<file path="config.mk">
export PLATFORM = sky130hd
export DESIGN_NAME = memwb_stage
export DESIGN_NICKNAME = d
export VERILOG_FILES = /design/src/rtl/memwb_stage_pkg.sv /design/src/rtl/memwb_stage_load_extend.sv /design/src/rtl/memwb_stage.sv
export SDC_FILE = /design/constraint.sdc
export NUM_CORES = 1
export LEC_CHECK = 0
export ABC_AREA = 1
export CORE_AREA = 2 2 183 185
export DETAILED_ROUTE_END_ITERATION = 10
export DIE_AREA = 0 0 185 187
export DONT_BUFFER_PORTS = 1
export GPL_ROUTABILITY_DRIVEN = 0
export HOLD_SLACK_MARGIN = 0.08
export PLACE_DENSITY = 0.58
export RECOVER_POWER = 25
export SYNTH_ARGS = -nofsm -noshare
export SYNTH_HDL_FRONTEND = slang
export SYNTH_SLANG_ARGS = --single-unit
</file>
<file path="constraint.sdc">
create_clock -name clk -period 2.62 [get_ports clk]
set_clock_uncertainty 0.05 [all_clocks]
set_input_delay 0.262 -clock clk [delete_from_list [all_inputs] [get_ports clk]]
set_output_delay 0.262 -clock clk [all_outputs]
set_load 0.02 [all_outputs]
</file>
<file path="src/rtl/memwb_stage_pkg.sv">
// memwb_stage_pkg: load-select encodings shared by the MEM->WB stage and any
// other consumer of raw dbus read words (e.g. a future MMIO/uncached path).
//   LSEL_W          width of the load-select code
//   lsel_e          load kinds; LSEL_NONE marks a non-load
//   lsel_misaligned helper: is this load kind misaligned at addr_lo
package memwb_stage_pkg;

  localparam int LSEL_W = 3;

  typedef enum logic [LSEL_W-1:0] {
    LSEL_NONE = 3'd0,
    LSEL_LB   = 3'd1,
    LSEL_LH   = 3'd2,
    LSEL_LW   = 3'd3,
    LSEL_LD   = 3'd4,
    LSEL_LBU  = 3'd5,
    LSEL_LHU  = 3'd6,
    LSEL_LWU  = 3'd7
  } lsel_e;

  // Byte loads can never be misaligned; wider loads need natural alignment
  // inside the 8-byte dbus word.
  function automatic logic lsel_misaligned(input logic [LSEL_W-1:0] lsel,
                                           input logic [2:0] addr_lo);
    logic mis;
    mis = 1'b0;
    case (lsel)
      LSEL_LH, LSEL_LHU: mis = addr_lo[0];
      LSEL_LW, LSEL_LWU: mis = |addr_lo[1:0];
      LSEL_LD:           mis = |addr_lo;
      default:           mis = 1'b0;
    endcase
    return mis;
  endfunction

endpackage

</file>
<file path="src/rtl/memwb_stage_load_extend.sv">
// load_extend: combinational load formatter.
// Shifts the addressed lane of an 8-byte-aligned dbus word down to bit 0,
// then sign- or zero-extends it according to the load kind.
//   in_rdata    raw dbus read word
//   in_addr_lo  byte offset inside the word
//   in_lsel     load kind (memwb_stage_pkg::lsel_e encoding)
//   o_data      formatted load value (0 for LSEL_NONE)
//   o_misalign  load kind is not naturally aligned at in_addr_lo
module load_extend
  import memwb_stage_pkg::*;
#(
  parameter int XLEN = 64
) (
  input  logic [XLEN-1:0]   in_rdata,
  input  logic [2:0]        in_addr_lo,
  input  logic [LSEL_W-1:0] in_lsel,
  output logic [XLEN-1:0]   o_data,
  output logic              o_misalign
);

  logic [XLEN-1:0] w_lane;

  assign w_lane     = in_rdata >> {in_addr_lo, 3'b000};
  assign o_misalign = lsel_misaligned(in_lsel, in_addr_lo);

  always_comb begin
    o_data = '0;
    case (in_lsel)
      LSEL_LB:  o_data = {{(XLEN-8){w_lane[7]}}, w_lane[7:0]};
      LSEL_LBU: o_data = {{(XLEN-8){1'b0}}, w_lane[7:0]};
      LSEL_LH:  o_data = {{(XLEN-16){w_lane[15]}}, w_lane[15:0]};
      LSEL_LHU: o_data = {{(XLEN-16){1'b0}}, w_lane[15:0]};
      LSEL_LW:  o_data = {{(XLEN-32){w_lane[31]}}, w_lane[31:0]};
      LSEL_LWU: o_data = {{(XLEN-32){1'b0}}, w_lane[31:0]};
      LSEL_LD:  o_data = w_lane;
      default:  o_data = '0;
    endcase
  end

endmodule

</file>
<file path="src/rtl/memwb_stage.sv">
// memwb_stage: MEM->WB pipeline register and writeback formatter.
// Formats load data from the dbus word, selects load vs ALU result, and
// registers the regfile write, commit info and a retired-instruction counter.
//   clk, reset      clock (posedge) and async active-low reset
//   in_valid        MEM holds a real instruction
//   stall_in        MEM still busy on dbus (or global stall): insert bubble
//   flush           kill the instruction being captured
//   in_pc/in_instr  commit info
//   in_rd/in_wen    regfile write request
//   in_lsel         load kind, LSEL_NONE for non-loads
//   in_addr_lo      dbus byte offset
//   in_rdata        raw dbus read word
//   in_alu          result for non-loads
//   wb_*            registered writeback / commit outputs
//   fwd_valid       wb_valid & wb_wen for the bypass network
//   instret         committed-instruction count, wraps mod 2^64
module memwb_stage
  import memwb_stage_pkg::*;
#(
  parameter int          XLEN        = 64,
  parameter int          REG_AW      = 5,
  // Counter value after reset; 0 in any real build.
  parameter logic [63:0] INSTRET_RST = 64'd0
) (
  input  logic              clk,
  input  logic              reset,
  input  logic              in_valid,
  input  logic              stall_in,
  input  logic              flush,
  input  logic [XLEN-1:0]   in_pc,
  input  logic [31:0]       in_instr,
  input  logic [REG_AW-1:0] in_rd,
  input  logic              in_wen,
  input  logic [LSEL_W-1:0] in_lsel,
  input  logic [2:0]        in_addr_lo,
  input  logic [XLEN-1:0]   in_rdata,
  input  logic [XLEN-1:0]   in_alu,
  output logic              wb_valid,
  output logic [XLEN-1:0]   wb_pc,
  output logic [31:0]       wb_instr,
  output logic [REG_AW-1:0] wb_rd,
  output logic              wb_wen,
  output logic [XLEN-1:0]   wb_data,
  output logic              wb_misalign,
  output logic              fwd_valid,
  output logic [63:0]       instret
);

  logic [XLEN-1:0]   w_load_data;
  logic              w_misalign;
  logic [XLEN-1:0]   w_data;
  logic              w_wen;

  logic              r_wb_valid;
  logic [XLEN-1:0]   r_wb_pc;
  logic [31:0]       r_wb_instr;
  logic [REG_AW-1:0] r_wb_rd;
  logic              r_wb_wen;
  logic [XLEN-1:0]   r_wb_data;
  logic              r_wb_misalign;
  logic [63:0]       r_instret;

  load_extend #(.XLEN(XLEN)) u_load_extend (
    .in_rdata   (in_rdata),
    .in_addr_lo (in_addr_lo),
    .in_lsel    (in_lsel),
    .o_data     (w_load_data),
    .o_misalign (w_misalign)
  );

  assign w_data = (in_lsel == LSEL_NONE) ? in_alu : w_load_data;
  // x0 is hardwired zero and a dropped misaligned load must not write.
  assign w_wen  = in_valid & in_wen & (in_rd != '0) & ~w_misalign;

  always_ff @(posedge clk or negedge reset) begin
    if (!reset) begin
      r_wb_valid    <= 1'b0;
      r_wb_pc       <= '0;
      r_wb_instr    <= '0;
      r_wb_rd       <= '0;
      r_wb_wen      <= 1'b0;
      r_wb_data     <= '0;
      r_wb_misalign <= 1'b0;
      r_instret     <= INSTRET_RST;
    end else begin
      if (r_wb_valid)
        r_instret <= r_instret + 64'd1;
      // Flush and stall both produce a bubble; data fields hold so the
      // bypass tap never sees a half-formed value.
      if (flush || stall_in) begin
        r_wb_valid <= 1'b0;
        r_wb_wen   <= 1'b0;
      end else begin
        r_wb_valid    <= in_valid;
        r_wb_pc       <= in_pc;
        r_wb_instr    <= in_instr;
        r_wb_rd       <= in_rd;
        r_wb_wen      <= w_wen;
        r_wb_data     <= w_data;
        r_wb_misalign <= w_misalign;
      end
    end
  end

  assign wb_valid    = r_wb_valid;
  assign wb_pc       = r_wb_pc;
  assign wb_instr    = r_wb_instr;
  assign wb_rd       = r_wb_rd;
  assign wb_wen      = r_wb_wen;
  assign wb_data     = r_wb_data;
  assign wb_misalign = r_wb_misalign;
  assign fwd_valid   = r_wb_valid & r_wb_wen;
  assign instret     = r_instret;

endmodule

</file>
==> impl_metrics.py <==
metrics = {
    "logic_synthesis": {
        "syn-cell-area_um2": 12800,
        "synth_seq_cells": 232,
        "postSynthAreaPerCell_um2": 6.85,
        "synthCells": 1874,
        "synth_warnings": 0,
        "synth_nets": 2116,
        "seq_area_frac_synth_pct": 45.2,
        "ys.flop_type": "dfrtp_1",
        "yosysUniqueCellTypes": 27,
        "synth_edf_count": 0,
        "synthArstFlopShare_pct": 100,
    },
    "sta": {
        "whs_ns": -0.641,
        "period_needed_ns": 2.37,
        "drv_slew": 0,
        "hold_viol_final": 232,
        "setup_viol": 0,
        "clock.fmax_ghz": 0.421,
        "fin_crit_sh_pct": 90.6,
        "setup_tns_ns": 0,
        "tightest_slew_ns": 0.719,
        "max_slew_margin_pct": 51.5,
        "rsz0062_at_grt": "no",
    },
    "placed_design": {
        "placed_cells": 2254,
        "placed_area_um2": 13300,
        "place_hpwl_um": 34000,
        "io_buffers": 0,
    },
    "critical_path": {
        "path_max_fanout": 5,
        "required_ns": 3.01,
        "worstSetupStartpointType": "flop",
        "path_class": "flop to flop",
        "arrival_ns": 2.76,
        "cp-end-kind": "flop",
    },
    "clock_tree": {
        "cts_tree": "built",
        "clk_pin_slew_ns": 0.06,
        "ctsResizeCount": 0,
        "cts_hold_buf": 185,
        "post_cts_buffers": 0,
        "clock_latency_ns": 0.54,
        "clk_path_buf_depth": 3,
        "cts_root_buf": "clkbuf_16",
        "htreeDepth": 1,
        "cts-buffers-inserted": 27,
        "cts_sinks": 232,
    },
    "die": {
        "io-pin-count": 474,
        "die-area_um2": 34600,
        "fp-row-count": 67,
        "die_h_um": 187,
        "die_w_um": 185,
        "fp.coreArea_um2": 32900,
        "initial_core_util_pct": 39.1,
    },
    "route": {
        "drt_pass1_iterations": 7,
        "detail-route-antenna-nets": 0,
        "remaining_drc_errors": 0,
        "first_iter_violations": 1103,
        "via_count": 12900,
        "wl_per_cell_um": 19.0,
        "wirelength_um": 47200,
        "viasPerCell": 5.18,
    },
    "grt": {
        "grt_pass1_wl_um": 72300,
        "grt_max_degree": 233,
        "track_usage_pct": 26.7,
        "gr-total-overflow": 0,
        "grt_pass1_vias": 12500,
        "antenna_found_initial": 3,
    },
    "power": {
        "p_leak_nw": 8.24,
        "ir_drop_mv": 0.463,
        "power_frac_seq_pct": 47.6,
        "power.net_switching_w": 0.00317,
        "swShare_pct": 31.4,
        "clkPwrFrac_pct": 39.6,
        "combPwrFrac_pct": 12.8,
        "internal_power_w": 0.00693,
        "power_per_cell_area_nw_per_um2": 629,
    },
    "final_layout": {
        "drive_gt1_share_pct": 3.82,
        "area_growth_pct": 25.1,
        "final_cell_area_um2": 16100,
        "finish.net_count": 2262,
        "layoutNonFillerInstCount": 2489,
    },
    "worst_hold_path": {
        "hold_path_class": "input pin to async pin",
    },
    "job": {
        "max-cap-violations": 0,
    },
    "status": {
        "violations": "hold timing",
        "run_status": "complete, but fails checks",
    },
}
## worst paths after layout
kind | startpoint | to | slack [ns] | depth (start not counted)
setup reg to reg | instret[1] | instret[52] | 0.25 | 10
hold / removal | reset | instret[3] | -0.64 | 0
setup / recovery | instret[1] | instret[52] | 0.25 | 10
hold reg to reg | wb_pc[8] | wb_pc[8] | 0.57 | 2
min in group clk | in_addr_lo[2] | wb_data[16] | 0.11 | 5
max in group asynchronous | reset | wb_data[49] | 2.69 | 0
## layer usage
layer / track usage (%) / up-vias / wire length, um
li1: - / 6181 / -
met1: 33.0 / 5997 / 18400
met2: 43.8 / 600 / 22400
met3: 7.87 / 112 / 4390
met4: 10.6 / 4 / 2040
met5: 0 / - / 27
## power by group through the flow
| stage | clock network [W] | registers (W) | logic, W |
|---|---|---|---|
| final | 0.00400 | 0.00481 | 0.00129 |
| after CTS | 0.00411 | 0.00480 | 0.00127 |
| after detailed placement | 0 | 0.00485 | 0.00104 |
| after global placement | 0 | 0.00486 | 0.00101 |
| after global routing | 0.00428 | 0.00485 | 0.00146 |
| after floorplan | 0 | 0.00472 | 0.000763 |
## layout make-up
type,instances,area [um^2]
Antenna cell,1,2.50
Clock buffer,37,753
Clock inverter,12,185
Fill cell,3287,16800
Inverter,93,352
Multi-Input combinational cell,1458,6330
Sequential cell,232,5810
Tap cell,448,561
Timing Repair Buffer,208,2070
## cell families (layout without fill, tap and decap cells)
| group | count (synthesis) | count (layout) | share of synthesized area [%] |
|---|---|---|---|
| buffers and inverters | 184 | 350 | 5.63 |
| DFF | 232 | 232 | 45.2 |
| other | 0 | 1 | 0 |
| AOI/OAI and AO/OA | 173 | 173 | 7.94 |
| adders and majority gates | 1 | 1 | 0.0974 |
| xor gates and xnor gates | 37 | 37 | 2.52 |
| and+or+nand+nor | 1247 | 1247 | 38.6 |
## sequential cells by signal, summed over array words and instances, names as in the netlist
signal       cells
wb_rd            5
wb_data         64
wb_valid         1
instret         64
wb_instr        32
wb_wen           1
wb_pc           64
wb_misalign      1
## cells in the final DEF (no fill, tap or decap), types with 27 or more instances in the layout
cell,count
a21oi_1,39
dfrtp_1,232
inv_1,89
o21ai_0,73
nand2_1,896
o21bai_1,48
nor2_1,167
clkbuf_16,27
nand3_1,135
dlygate4sd3_1,185
## cells in the mapped netlist, drive strengths merged, types with 2 or more instances
cell type	instances	share of area (%)
and3	2	0.097
buf	30	1.1
nand3	135	5.3
a21oi	39	1.5
o211ai	7	0.41
nor2	172	5.1
o21ai	73	2.8
clkbuf	61	1.8
dfrtp	232	45
xnor2	18	1.2
nand4	15	0.73
o21a	4	0.23
nand3b	6	0.35
xor2	19	1.3
o21bai	48	2.8
nor3	19	0.78
nand2	898	26
inv	93	2.7
## worst max-delay path: stages (launching register included)
cell     delay, ns
dfrtp_1       0.55
ha_1          0.24
nand2_1       0.10
nor2_1        0.20
nand2_1       0.18
inv_1         0.15
nand4_1       0.24
nor2_1        0.35
nand2_1       0.09
nand2_1       0.07
nand2_1       0.05
## through the flow
stage | setup slack (ns) | util, % | power [W]
floorplan | 0.638 | - | 0.00548
global placement | 0.292 | 40.4 | 0.00588
finish | 0.247 | 48.9 | 0.0101
global route | 0.00249 | 48.9 | 0.0106
CTS | 0.247 | 48.9 | 0.0102
detailed placement | 0.256 | 40.4 | 0.00589
(Power assumes the default switching activity.)
